==> src/rtl/fetch_unit_if.sv <==
// Instruction-memory request/grant/response bundle.
// master: fetch side (req, addr out); slave: memory side (gnt, rvalid, rdata out).
interface fetch_unit_if;
  logic        imem_req;
  logic [31:0] imem_addr;
  logic        imem_gnt;
  logic        imem_rvalid;
  logic [31:0] imem_rdata;

  modport master (
    output imem_req,
    output imem_addr,
    input  imem_gnt,
    input  imem_rvalid,
    input  imem_rdata
  );

  modport slave (
    input  imem_req,
    input  imem_addr,
    output imem_gnt,
    output imem_rvalid,
    output imem_rdata
  );
endinterface

==> src/rtl/fetch_unit.sv <==
// PC register and single-outstanding instruction fetch front end.
// Ports: clk, rst_n (sync, active-low); next_pc/pc_update from the
// sequencer; pc, pc_plus4 to it; imem bus (master); inst/inst_valid
// to decode; fetch_fault (sticky misaligned target); instret counter.
module fetch_unit #(
  parameter logic [31:0] RESET_PC = 32'h0000_0000
) (
  input  logic        clk,
  input  logic        rst_n,
  input  logic [31:0] next_pc,
  input  logic        pc_update,
  output logic [31:0] pc,
  output logic [31:0] pc_plus4,
  fetch_unit_if.master imem,
  output logic [31:0] inst,
  output logic        inst_valid,
  output logic        fetch_fault,
  output logic [31:0] instret
);

  typedef enum logic [2:0] {
    BOOT  = 3'd0,
    REQ   = 3'd1,
    WAIT  = 3'd2,
    HOLD  = 3'd3,
    FAULT = 3'd4
  } state_e;

  state_e      state_q;
  logic [31:0] pc_q;
  logic [31:0] inst_q;
  logic        valid_q;
  logic        fault_q;
  logic        req_q;
  logic [31:0] instret_q;

  logic [31:0] instret_d;
  logic        aligned_d;

  assign instret_d = instret_q + 32'd1;
  assign aligned_d = (next_pc[1:0] == 2'b00);

  // All outputs are registered; req_q is set on entry to REQ so the
  // request appears in the cycle right after the transition edge.
  always_ff @(posedge clk) begin
    if (!rst_n) begin
      state_q   <= BOOT;
      pc_q      <= RESET_PC;
      inst_q    <= '0;
      valid_q   <= 1'b0;
      fault_q   <= 1'b0;
      req_q     <= 1'b0;
      instret_q <= '0;
    end else begin
      unique case (state_q)
        BOOT: begin
          state_q <= REQ;
          req_q   <= 1'b1;
        end
        REQ: begin
          if (imem.imem_gnt) begin
            state_q <= WAIT;
            req_q   <= 1'b0;
          end
        end
        WAIT: begin
          if (imem.imem_rvalid) begin
            state_q <= HOLD;
            inst_q  <= imem.imem_rdata;
            valid_q <= 1'b1;
          end
        end
        HOLD: begin
          // One retire per visit: leaving HOLD makes a held
          // pc_update inert until the next word arrives.
          if (pc_update) begin
            pc_q      <= next_pc;
            valid_q   <= 1'b0;
            instret_q <= instret_d;
            if (aligned_d) begin
              state_q <= REQ;
              req_q   <= 1'b1;
            end else begin
              state_q <= FAULT;
              fault_q <= 1'b1;
            end
          end
        end
        FAULT: begin
          // Terminal until reset; pc keeps the bad target.
          req_q <= 1'b0;
        end
        default: begin
          state_q <= BOOT;
          req_q   <= 1'b0;
        end
      endcase
    end
  end

  assign pc             = pc_q;
  assign pc_plus4       = pc_q + 32'd4;
  assign imem.imem_req  = req_q;
  assign imem.imem_addr = pc_q;
  assign inst           = inst_q;
  assign inst_valid     = valid_q;
  assign fetch_fault    = fault_q;
  assign instret        = instret_q;

endmodule

==> src/flat_wrapper.sv <==
// flat-port wrapper written by rule: the top's interface ports become plain ports
module fetch_unit_flat 
#(
  parameter logic [31:0] RESET_PC = 32'h0000_0000
)
  (clk, rst_n, next_pc, pc_update, pc, pc_plus4, inst, inst_valid, fetch_fault, instret, imem_imem_req, imem_imem_addr, imem_imem_gnt, imem_imem_rvalid, imem_imem_rdata);
  fetch_unit_if imem_i ();
  input  logic clk;
  input  logic rst_n;
  input  logic [31:0] next_pc;
  input  logic pc_update;
  output logic [31:0] pc;
  output logic [31:0] pc_plus4;
  output logic [31:0] inst;
  output logic inst_valid;
  output logic fetch_fault;
  output logic [31:0] instret;
  output wire logic [$bits(imem_i.imem_req)-1:0] imem_imem_req;
  output wire logic [$bits(imem_i.imem_addr)-1:0] imem_imem_addr;
  input wire logic [$bits(imem_i.imem_gnt)-1:0] imem_imem_gnt;
  input wire logic [$bits(imem_i.imem_rvalid)-1:0] imem_imem_rvalid;
  input wire logic [$bits(imem_i.imem_rdata)-1:0] imem_imem_rdata;
  assign imem_imem_req = imem_i.imem_req;
  assign imem_imem_addr = imem_i.imem_addr;
  assign imem_i.imem_gnt = imem_imem_gnt;
  assign imem_i.imem_rvalid = imem_imem_rvalid;
  assign imem_i.imem_rdata = imem_imem_rdata;
  fetch_unit #(.RESET_PC(RESET_PC)) u_core (.clk(clk), .rst_n(rst_n), .next_pc(next_pc), .pc_update(pc_update), .pc(pc), .pc_plus4(pc_plus4), .imem(imem_i), .inst(inst), .inst_valid(inst_valid), .fetch_fault(fetch_fault), .instret(instret));
endmodule
==> config.mk <==
export PLATFORM = sky130hd
export DESIGN_NAME = fetch_unit_flat
export DESIGN_NICKNAME = d
export VERILOG_FILES = /design/src/rtl/fetch_unit_if.sv /design/src/rtl/fetch_unit.sv /design/src/flat_wrapper.sv
export SDC_FILE = /design/constraint.sdc
export NUM_CORES = 1
export LEC_CHECK = 0
export CAP_MARGIN = 20
export CORE_AREA = 2 2 114 116
export DETAILED_ROUTE_END_ITERATION = 12
export DIE_AREA = 0 0 116 118
export PLACE_DENSITY = 0.82
export SYNTH_ARGS = -nofsm -noshare
export SYNTH_HDL_FRONTEND = slang
export SYNTH_SLANG_ARGS = --single-unit
==> constraint.sdc <==
create_clock -name clk -period 3.8 [get_ports clk]
set_clock_uncertainty 0.2 [all_clocks]
set_input_delay 0.76 -clock clk [delete_from_list [all_inputs] [get_ports clk]]
set_output_delay 0.76 -clock clk [all_outputs]
set_load 0.01 [all_outputs]
==> results.yml <==
run_status:
  run_status: "finished, final reports clean"
worst_setup_path:
  r2r_setup_slack_ns: 1.46
  crit_required_ns: 2.84
  arrival_time_worst_endpoint_ns: 2.51
  path_class: "reg -> out"
  worst_path_largest_cell_delay_ns: 0.57
  startpoint_type: "register"
  cpMaxStageDelayCell: "sky130_fd_sc_hd__clkdlybuf4s50_1"
  r2r_cells: 4
  worst_setup_path_end_kind: "output port"
  reg_to_reg_start: "u_core.state_q[1]"
  end_of_the_critical_path: "pc_plus4[26]"
  timing.critical_path.fanout_max: 9
  reg_to_reg_end: "u_core.instret[29]"
  crit_chain: "ha_1, inv_1, nor4_2, buf_4, nand3_1, xnor2_1, clkdlybuf4s50_1"
  critical_path.startpoint: "u_core.imem.imem_addr[2]"
detailed_routing:
  drt_wl_total_um: 14300
  ant_nets: 0
  vias_per_cell: 5.00
  routed-via-count: 4899
  detailedRoute.firstPassIterationCount: 4
  drc: 0
  drtIter0Drc: 316
  routed_wire_length_per_instance_um: 14.6
clock_tree:
  clock_tree.buffer_depth: 2
  worst_skew_pair.late_latency_ns: 0.34
  total_clock_buffers_created_by_cts: 9
  path_clk_slew_ns: 0.07
  clock_tree.htree_level_count: 3
  holdBufCountCts: 0
  tritoncts_clock_tree: "done"
  numClockSinks: 102
  post_cts_setup_buffers: 0
  cts_repair_resize_count: 0
  clock_tree.root_cell: "sky130_fd_sc_hd__clkbuf_16"
finish:
  mostFrequentLayoutCell: "sky130_fd_sc_hd__clkdlybuf4s50_1"
  antenna_cells_inserted: 0
  mostFrequentLayoutCells: "231 x sky130_fd_sc_hd__clkdlybuf4s50_1, 157 x sky130_fd_sc_hd__nand2_1, 102 x sky130_fd_sc_hd__dfxtp_1"
  final_layout_size_suffix_gt1_frac: 0.0421
  areaGrowthSynthToFinish_pct: 52.7
  final_net_count: 873
  final_core_utilization: 0.595
timing:
  setup_tns_ns: 0
  transition_at_the_pin_with_the_smallest_max_transition_slack_ns: 0.599
  max_slew_margin: 0.601
  fmax_ghz: 0.288
  layout_min_cycle_time_ns: 3.47
  hold_viol: 0
  timing.final.crit_share: 0.914
  final-setup-viol-count: 0
  rsz0062_at_grt: "false"
  final_max_slew_viol_count: 0
global_routing:
  grt_pass1_wl_um: 22300
  largest_net_degree_at_the_start_of_global_routing: 78
  grt_usage: 0.204
  antenna_violations_before_repair: 0
  grt_remaining_overflow: 0
  via_count_of_the_first_global_routing_pass: 4398
yosys:
  postSynthNetCount: 690
  syn_area_per_cell_um2: 7.82
  synth_sequential_area_ratio: 0.422
  synth-edff-count: 0
  yosysTopAreaCellShare: 0.422
  async_flop_share: 0
  ys_ff_latch: 102
  synth_warn: 0
  synth_instances: 619
  synth_top_flop_cell: "sky130_fd_sc_hd__dfxtp_1"
  synthDistinctLibCells: 37
  syn_area_um2: 4840
  synth_top_cells_by_area: "sky130_fd_sc_hd__dfxtp_1 42%, sky130_fd_sc_hd__nand2_1 12%, sky130_fd_sc_hd__a21oi_1 9.0%"
  synth_area_leader_cell: "sky130_fd_sc_hd__dfxtp_1"
floorplanning:
  design.die.area_um2: 13700
  core_area_um2: 12400
  initial_utilization: 0.390
  total_number_of_placement_rows: 41
  dieWidth_um: 116
  die_h_um: 118
  num_io_pins: 232
placement:
  hpwl_um: 10200
  gpl.final_weighted_congestion: 0.833
  port_buffers: 231
power_and_ir_drop:
  finalPower_w: 0.00232
  power.density_nw_per_um2: 314
  vdd.ir_drop.worst_mv: 0.242
  total_leakage_power_nw: 2.42
hold_path:
  min-delay-path-class: "reg -> reg"
run:
  cap_viol_max_count: 0
==> how the worst min path moves through the flow <==
stage                             startpoint                 end  slack (ns)  depth (start not counted)
after CTS                    u_core.inst[25]     u_core.inst[25]        0.26                          2
after global routing      u_core.fetch_fault  u_core.fetch_fault        0.27                          2
final                     u_core.fetch_fault  u_core.fetch_fault        0.25                          2
after floorplan           u_core.fetch_fault  u_core.fetch_fault        0.27                          2
after detailed placement  u_core.fetch_fault  u_core.fetch_fault        0.24                          2
after global placement    u_core.fetch_fault  u_core.fetch_fault        0.24                          2
==> critical path: cells and delay by family, from the launching register on <==
| kind | cells | cell delay (ns) |
|---|---|---|
| xor+xnor | 1 | 0.18 |
| fa+ha+maj | 1 | 0.29 |
| buf+inv | 3 | 0.88 |
| flops | 1 | 0.44 |
| simple gates | 2 | 0.39 |
==> logic make-up (layout without fill, tap and decap cells) <==
family,Yosys count,after routing,synth area share
buffers and inverters,82,270,0.0918
AOI/OAI and AO/OA,113,113,0.129
muxes,4,4,0.00827
and+or+nand+nor,279,279,0.277
adders and majority gates,2,2,0.00517
DFF,102,102,0.422
xor gates and xnor gates,37,37,0.0669
==> Yosys cell counts, drive strengths merged (4+ instances only) <==
master  count
o21ai       7
and4        8
a21oi      87
or4        12
buf        37
nand4      21
or3         6
clkbuf     34
and3        7
inv        11
mux2i       4
nor2       18
and2        5
xor2       12
nand3      24
nor4        7
nand2b      7
dfxtp     102
nand2     157
o31ai      11
xnor2      25
==> per-stage QoR <==
| stage | hold WS, ns | instances | cell area (µm²) | setup slack (ns) |
|---|---|---|---|---|
| 2_1_floorplan | 0.270 | 619 | 4840 | 1.04 |
| 3_3_place_gp | 0.240 | 963 | 7070 | 0.777 |
| 3_5_place_dp | 0.238 | 963 | 7070 | 0.703 |
| 4_1_cts | 0.255 | 979 | 7390 | 0.312 |
| 5_1_grt | 0.269 | 979 | 7390 | 0.126 |
| 6_report | 0.252 | 979 | 7390 | 0.328 |
==> sequential cells by signal (all words and copies together) (netlist names) <==
name                   count
u_core.fetch_fault         1
u_core.imem.imem_addr     32
u_core.imem.imem_req       1
u_core.inst               32
u_core.inst_valid          1
u_core.instret            32
u_core.state_q             3
==> area by class of cell <==
class	instances	area (µm²)
clock buffer	9	225
multi-input combinational	435	2350
timing repair buffer	243	2410
clock inverter	7	97.6
sequential	102	2040
inverter	11	41.3
fill	1151	5020
tap	172	215
==> power breakdown <==
part | total, W | switching [W] | internal [W]
combinational | 0.000219 | 0.0000890 | 0.000130
clock | 0.000993 | 0.000414 | 0.000579
sequential | 0.00111 | 0.0000222 | 0.00109
total | 0.00232 | 0.000525 | 0.00180
==> per-layer routing <==
metal / vias to the layer above / global-route usage / share of wire
li1: 2462 / - / -
met1: 2216 / 0.249 / 0.42
met2: 194 / 0.331 / 0.48
met3: 27 / 0.0541 / 0.076
met4: 0 / 0.0923 / 0.027
met5: - / 0 / 0
No activity file was read; power rests on OpenSTA's default activity.
